--- src/rtl/rem_unit8_if.sv ---
// Start/done handshake bundle between the ALU controller and the remainder unit.
// The controller drives operands and start; the unit returns registered results and status.
interface rem_unit8_if #(
    parameter int WIDTH = 8
);
    logic             start;
    logic [WIDTH-1:0] A;
    logic [WIDTH-1:0] B;
    logic [WIDTH-1:0] reminder;
    logic [WIDTH-1:0] quotient;
    logic             busy;
    logic             done;
    logic             div_zero;

    modport master (
        output start, A, B,
        input  reminder, quotient, busy, done, div_zero
    );

    modport slave (
        input  start, A, B,
        output reminder, quotient, busy, done, div_zero
    );
endinterface

--- src/rtl/rem_unit8.sv ---
// Iterative unsigned restoring divider, one quotient bit per clock.
// Results are held in output registers that only change on entry to DONE.
module rem_unit8 #(
    parameter int WIDTH = 8
) (
    input logic        clk,
    input logic        rst,
    rem_unit8_if.slave bus
);
    localparam int CW = $clog2(WIDTH);

    typedef enum logic [1:0] {
        S_IDLE,
        S_BUSY,
        S_DONE
    } state_t;

    state_t           state_q, state_d;
    // Partial remainder stays below D, so only WIDTH bits are stored; the extra
    // carry bit lives in the trial value t_w.
    logic [WIDTH-1:0] r_q, r_d;
    logic [WIDTH-1:0] q_q, q_d;
    logic [WIDTH-1:0] d_q, d_d;
    logic [CW-1:0]    cnt_q, cnt_d;
    logic [WIDTH-1:0] rem_q, rem_d;
    logic [WIDTH-1:0] quo_q, quo_d;
    logic             dz_q, dz_d;

    logic [WIDTH:0]   t_w;
    logic             ge_w;
    logic [WIDTH-1:0] r_step_w;
    logic [WIDTH-1:0] q_step_w;

    always_comb begin
        t_w      = {r_q, q_q[WIDTH-1]};
        ge_w     = t_w[WIDTH] | (t_w[WIDTH-1:0] >= d_q);
        // When ge_w holds the true difference is below D, so the low bits suffice.
        r_step_w = ge_w ? (t_w[WIDTH-1:0] - d_q) : t_w[WIDTH-1:0];
        q_step_w = {q_q[WIDTH-2:0], ge_w};
    end

    always_comb begin
        state_d = state_q;
        r_d     = r_q;
        q_d     = q_q;
        d_d     = d_q;
        cnt_d   = cnt_q;
        rem_d   = rem_q;
        quo_d   = quo_q;
        dz_d    = dz_q;
        case (state_q)
            S_IDLE: begin
                if (bus.start) begin
                    q_d     = bus.A;
                    d_d     = bus.B;
                    r_d     = '0;
                    cnt_d   = '0;
                    state_d = S_BUSY;
                end
            end
            S_BUSY: begin
                if (d_q == '0) begin
                    // Q still holds the untouched dividend on this first cycle.
                    rem_d   = q_q;
                    quo_d   = '1;
                    dz_d    = 1'b1;
                    state_d = S_DONE;
                end else begin
                    r_d   = r_step_w;
                    q_d   = q_step_w;
                    cnt_d = cnt_q + 1'b1;
                    if (cnt_q == CW'(WIDTH - 1)) begin
                        rem_d   = r_step_w;
                        quo_d   = q_step_w;
                        dz_d    = 1'b0;
                        state_d = S_DONE;
                    end
                end
            end
            S_DONE: begin
                state_d = S_IDLE;
            end
            default: begin
                state_d = S_IDLE;
            end
        endcase
    end

    always_ff @(posedge clk or posedge rst) begin
        if (rst) begin
            state_q <= S_IDLE;
            r_q     <= '0;
            q_q     <= '0;
            d_q     <= '0;
            cnt_q   <= '0;
            rem_q   <= '0;
            quo_q   <= '0;
            dz_q    <= 1'b0;
        end else begin
            state_q <= state_d;
            r_q     <= r_d;
            q_q     <= q_d;
            d_q     <= d_d;
            cnt_q   <= cnt_d;
            rem_q   <= rem_d;
            quo_q   <= quo_d;
            dz_q    <= dz_d;
        end
    end

    assign bus.reminder = rem_q;
    assign bus.quotient = quo_q;
    assign bus.div_zero = dz_q;
    assign bus.busy     = (state_q != S_IDLE);
    assign bus.done     = (state_q == S_DONE);
endmodule

--- src/flat_wrapper.sv ---
// flat-port wrapper written by rule: the top's interface ports become plain ports
module rem_unit8_flat 
#(
    parameter int WIDTH = 8
)
  (clk, rst, bus_start, bus_A, bus_B, bus_reminder, bus_quotient, bus_busy, bus_done, bus_div_zero);
  rem_unit8_if #(.WIDTH(WIDTH)) bus_i ();
  input logic clk;
  input logic rst;
  input wire logic [$bits(bus_i.start)-1:0] bus_start;
  input wire logic [$bits(bus_i.A)-1:0] bus_A;
  input wire logic [$bits(bus_i.B)-1:0] bus_B;
  output wire logic [$bits(bus_i.reminder)-1:0] bus_reminder;
  output wire logic [$bits(bus_i.quotient)-1:0] bus_quotient;
  output wire logic [$bits(bus_i.busy)-1:0] bus_busy;
  output wire logic [$bits(bus_i.done)-1:0] bus_done;
  output wire logic [$bits(bus_i.div_zero)-1:0] bus_div_zero;
  assign bus_i.start = bus_start;
  assign bus_i.A = bus_A;
  assign bus_i.B = bus_B;
  assign bus_reminder = bus_i.reminder;
  assign bus_quotient = bus_i.quotient;
  assign bus_busy = bus_i.busy;
  assign bus_done = bus_i.done;
  assign bus_div_zero = bus_i.div_zero;
  rem_unit8 #(.WIDTH(WIDTH)) u_core (.clk(clk), .rst(rst), .bus(bus_i));
endmodule
--- config.mk ---
export PLATFORM = sky130hd
export DESIGN_NAME = rem_unit8_flat
export DESIGN_NICKNAME = d
export VERILOG_FILES = /design/src/rtl/rem_unit8_if.sv /design/src/rtl/rem_unit8.sv /design/src/flat_wrapper.sv
export SDC_FILE = /design/constraint.sdc
export NUM_CORES = 1
export LEC_CHECK = 0
export ABC_AREA = 0
export CAP_MARGIN = 20
export CORE_MARGIN = 8
export CORE_UTILIZATION = 25
export DETAILED_ROUTE_END_ITERATION = 8
export SLEW_MARGIN = 30
export SYNTH_ARGS = -nofsm -noshare
export SYNTH_HDL_FRONTEND = slang
export SYNTH_SLANG_ARGS = --single-unit
export TNS_END_PERCENT = 30
--- constraint.sdc ---
create_clock -name clk -period 3.8 [get_ports clk]
set_clock_uncertainty 0.15 [all_clocks]
set_input_delay 1.14 -clock clk [delete_from_list [all_inputs] [get_ports clk]]
set_output_delay 1.14 -clock clk [all_outputs]
set_load 0.02 [all_outputs]
After elaboration in Yosys (flattened, before gate mapping)
Cells that the tools add are included.

Input bits: 19. Bits in registers: 46.

Bitwise operators: 1. Multiplexer cells: 20. $add $sub $neg: 2. Order comparisons: 1. Reductions and logical operators: 9. Equality and inequality tests: 6.

Operators by type and width (number): $mux 8 (9); $pmux 8 s2 (2); $ge 8x8->1 (1); $logic_not 8->1 (1); $sub 8x8->8 (1); $mux 2 (3); $mux 3 (2); $pmux 3 s2 (1); $reduce_and 2->1 (3); $reduce_bool 2->1 (3); $ne 2x2->1 const B (2); $pmux 2 s2 (1); $add 3x1->3 const B (1); $eq 3x3->1 const B (1); $ne 3x1->1 const B (1); $reduce_and 3->1 (1); $eq 2x1->1 const B (1); $eq 2x2->1 const B (1); $logic_not 2->1 (1); $mux 1 (2); $or 1x1->1 (1).

Logic depth before layout (Yosys ltp)
Word-level depth: 5. Depth in mapped cells: 9.

Least setup slack after synthesis
No wires, ideal clock.

Path kind: reg-to-reg. Start: reg u_core.d_q[0]. End: reg u_core.rem_q[2] (netlist: u_core.bus.reminder[2]). Arrival: 1.986 ns. Setup time: 0.126 ns. Required time: 3.524 ns. Cell stages (with the launch flop): 9. Slack: 1.538 ns. Period minus slack after synthesis: 2.262 ns. Path buffers: 1. Path through: dfrtp_1 -> ha_1 -> fa_1 -> nand2b_1 -> a211oi_1 -> o31ai_2 -> buf_6 -> mux2i_1 -> o21ai_1.

Cells in the longest elaborated chain, start to end: 5. Elaborated cells on any way between the ends: 9. Those cells by class: add/sub (1); order compare (1); mux (3); bitwise (1); reduce/logical (3).

RTL lines: start: declaration (line rem_unit8.sv:23) `logic [WIDTH-1:0] d_q, d_d;`; start signal: assignment (line rem_unit8.sv:94) `d_q <= '0;`; start signal: assignment (line rem_unit8.sv:103) `d_q <= d_d;`; $ge 8x8->1 (line rem_unit8.sv:36) `ge_w = t_w[WIDTH] | (t_w[WIDTH-1:0] >= d_q);`; $or 1x1->1 (line rem_unit8.sv:36); $mux 8 (line rem_unit8.sv:38) `r_step_w = ge_w ? (t_w[WIDTH-1:0] - d_q) : t_w[WIDTH-1:0];`; $mux 8 (line rem_unit8.sv:72) `if (cnt_q == CW'(WIDTH - 1)) begin`; $mux 8 (line rem_unit8.sv:62) `if (d_q == '0) begin`; end signal: assignment (line rem_unit8.sv:105) `rem_q <= rem_d;`; end: declaration (line rem_unit8.sv:25) `logic [WIDTH-1:0] rem_q, rem_d;`.

Parallel ways exist; a longest one is shown, timed or not. The select of a mux whose other input is x is not followed. A chain may end at the register's enable or synchronous reset.

Worst setup path in the final report
Start: reg u_core.state_q[0]. End: out bus_done.

Cells in the longest elaborated chain, start to end: 1.

RTL lines: start: declaration (line rem_unit8.sv:18) `state_t state_q, state_d;`; start signal: assignment (line rem_unit8.sv:100) `state_q <= state_d;`; $eq 2x2->1 (line rem_unit8.sv:115) `assign bus.done = (state_q == S_DONE);`; end: declaration (line flat_wrapper.sv:16) `output wire logic [$bits(bus_i.done)-1:0] bus_done;`.

Every way passes these cells.

==> metrics.txt <==
crit-path cells nor2b_1, clkdlybuf4s50_1; Fin. Hold Viols 0; fmax 367 MHz; Sw Ratio 45.5%; Internal Power 1.70 mW; # port buffers 37; area of the multi-input gates 1200 um^2; remaining global-route overflow 0; status finished clean; drt pass-1 iters 4; Synth cell types 55; CTS Buf Count 5; WS Path Type flop to output port; Post-synth EDFFs 0; most frequent cells in the layout 46 x dfrtp_1, 37 x clkdlybuf4s50_1, 21 x nand2_1, 17 x nor2_1; Reg2Reg Setup Slack 1.10 ns; Seq/Total Area, Yosys 46.7%; vias per std cell 4.68; pre-CTS setup slack 0.997 ns; Initial Util 25.4%; commonest non-fill, non-tap cell in the layout dfrtp_1; clk slew on worst S/H paths 0.09 ns; routed vias 1,938; row cnt 36; Routed WL per cell 14.6 um; Clock Power Share 10.2%; Worst setup SP type flop; CTS tree built; FFs w/ async S/R, synth 100%; post_cts resized 0; layout cells sized above 1 13.5%; Mapped Avg Cell Area 10.2 um^2; drt initial violations 84; Primary FF master, synth dfrtp_1; worst skew pair latency 0.31 ns; # fillers 1,014; critical path fanouts, max 4; initial antenna violation count 0; period utilization 71.7%; ANT nets after route 0; gr usage total 9.81%; normalized max-slew margin 52.1%; Seq cells post-synth 46; Net Switching 1.42 mW; Leak 1.28 nW; worst path arrival time 1.43 ns; first-pass GRT wire length 10.2 mm; fin nets 310; root buffer cell clkbuf_8; cts hold-fix bufs 0; setup TNS 0 ns; H-tree depth 2; Reg power frac 29.9%; RSZ-0062 raised after global routing no; total length of routed wires 6.03 mm; CP endpoint bus_done; Routability Congestion 0.735; CP required 2.51 ns; combinational share of power 59.8%; Core Footprint 9680 um^2; Die ar. 13,300 um^2; Final WS setup 1.08 ns; HP Class flop to flop; final antenna diode count 0; # DRC 0; CP startpoint u_core.state_q[0]; I/O Pins 38; crit path capture type output port; Ys Warns 0; Chip Height 115 um; largest net degree at the start of global routing 34; die width 115 um; RR Startpoint u_core.q_q[7]; crit-path max cell delay 0.61 ns; Area Growth Syn to Fin 25.1%; clock period minus worst slack 2.72 ns; final slew viol count 0; Worst R2R Path Depth 9; power density over cell area 1010 nW/um^2; endpoints failing setup 0; Post-CTS Setup Inserts 0; maximum root-to-sink buffer count 2; Crit-path slowest cell clkdlybuf4s50_1; vias in the first global route 1,977; worst-margin pin slew 0.719 ns; Synth Instances 241; DP HPWL 4.44 mm; worst r2r dst u_core.bus.reminder[1]; Synth Cell Area 2460 um^2; Max Cap Viol 0; Mapped Nets 271; CTS Sinks 46; Storage cell area 1150 um^2; Worst IR Drop VDD 0.000273 V; Tot Pwr 3.11 mW
metal layers:
layer | vias up | GRT usage [%] | routed length [um] | share of wire (%)
li1 | 955 | - | - | -
met1 | 947 | 11.6 | 2570 | 43
met2 | 30 | 16.3 | 3110 | 52
met3 | 6 | 2.57 | 265 | 4.4
met4 | 0 | 4.38 | 83 | 1.4
met5 | - | 0 | 0 | 0
stage by stage:
step	area (um^2)	std cells	hold slack [ns]	util (%)
after floorplan	2460	241	0.314	-
after global placement	2990	406	0.330	30.8
after detailed placement	2990	406	0.335	30.8
after CTS	3080	414	0.358	31.8
after global routing	3080	414	0.371	31.8
final	3080	414	0.352	31.8
power groups by stage:
stage | combinational, mW | clock (mW) | sequential (mW)
after floorplan | 1.29 | 0 | 0.981
after global placement | 1.83 | 0 | 0.939
after detailed placement | 1.87 | 0 | 0.942
after CTS | 1.89 | 0.330 | 0.933
after global routing | 2.07 | 0.350 | 0.967
final | 1.86 | 0.318 | 0.931
registers in the layout, indices dropped and copies added (netlist names):
| name | count |
|---|---|
| u_core.bus.div_zero | 1 |
| u_core.bus.quotient | 8 |
| u_core.bus.reminder | 8 |
| u_core.cnt_q | 3 |
| u_core.d_q | 8 |
| u_core.q_q | 8 |
| u_core.r_q | 8 |
| u_core.state_q | 2 |
critical path, delay by kind of cell, from the launching register on:
kind	cells	cell delay (ns)
AND/OR/NAND/NOR	1	0.11
buffers and inverters	1	0.61
flip-flops	1	0.41
synth_stat cells, types with 2 or more instances:
master / instances / area, um^2
a32oi_1: 7 / 61.3
clkbuf_1: 3 / 11.3
o21ai_1: 5 / 25.0
a211oi_2: 2 / 25.0
nor3_1: 3 / 15.0
o21a_1: 2 / 15.0
nand3_1: 11 / 55.1
o21ai_0: 13 / 65.1
mux2i_1: 3 / 30.0
ha_1: 10 / 125
a21o_1: 2 / 15.0
dfrtp_1: 46 / 1150
nand2_1: 21 / 78.8
or4_4: 2 / 22.5
o211ai_1: 2 / 15.0
buf_2: 5 / 25.0
nor2b_1: 4 / 25.0
nand2b_1: 2 / 12.5
mux2_2: 10 / 113
a31oi_1: 9 / 56.3
nor2_1: 17 / 63.8
a211oi_1: 2 / 15.0
a21oi_1: 3 / 15.0
o22a_1: 7 / 61.3
o31ai_1: 4 / 30.0
xnor2_1: 3 / 26.3
inv_1: 14 / 52.6
o21ai_2: 2 / 17.5
layout make-up:
class / instances / area share, %
Multi-Input combinational cell: 169 / 38.8
Sequential cell: 46 / 37.4
Timing Repair Buffer: 43 / 13.5
Tap cell: 133 / 5.40
Clock buffer: 5 / 2.23
Inverter: 15 / 1.83
Clock inverter: 3 / 0.813
cell families after synthesis:
logic type | share of synthesized area (%)
buffers and inverters | 4.67
adder cells (fa/ha/maj) | 5.89
flip-flops | 46.7
AO/OA/AOI/OAI | 21.5
multiplexers | 5.79
XOR/XNOR | 1.42
AND/OR/NAND/NOR | 14.0
how the worst min path moves through the flow:
stage | from | to | slack [ns] | cells after the start
finish | u_core.bus.quotient[6] | u_core.bus.quotient[6] | 0.35 | 1
global route | u_core.bus.quotient[6] | u_core.bus.quotient[6] | 0.37 | 1
CTS | u_core.bus.quotient[6] | u_core.bus.quotient[6] | 0.36 | 1
detailed placement | u_core.bus.quotient[6] | u_core.bus.quotient[6] | 0.34 | 1
global placement | u_core.cnt_q[1] | u_core.cnt_q[1] | 0.33 | 2
floorplan | u_core.cnt_q[1] | u_core.cnt_q[1] | 0.31 | 2
Note: power is estimated with default switching activity, not from simulation.
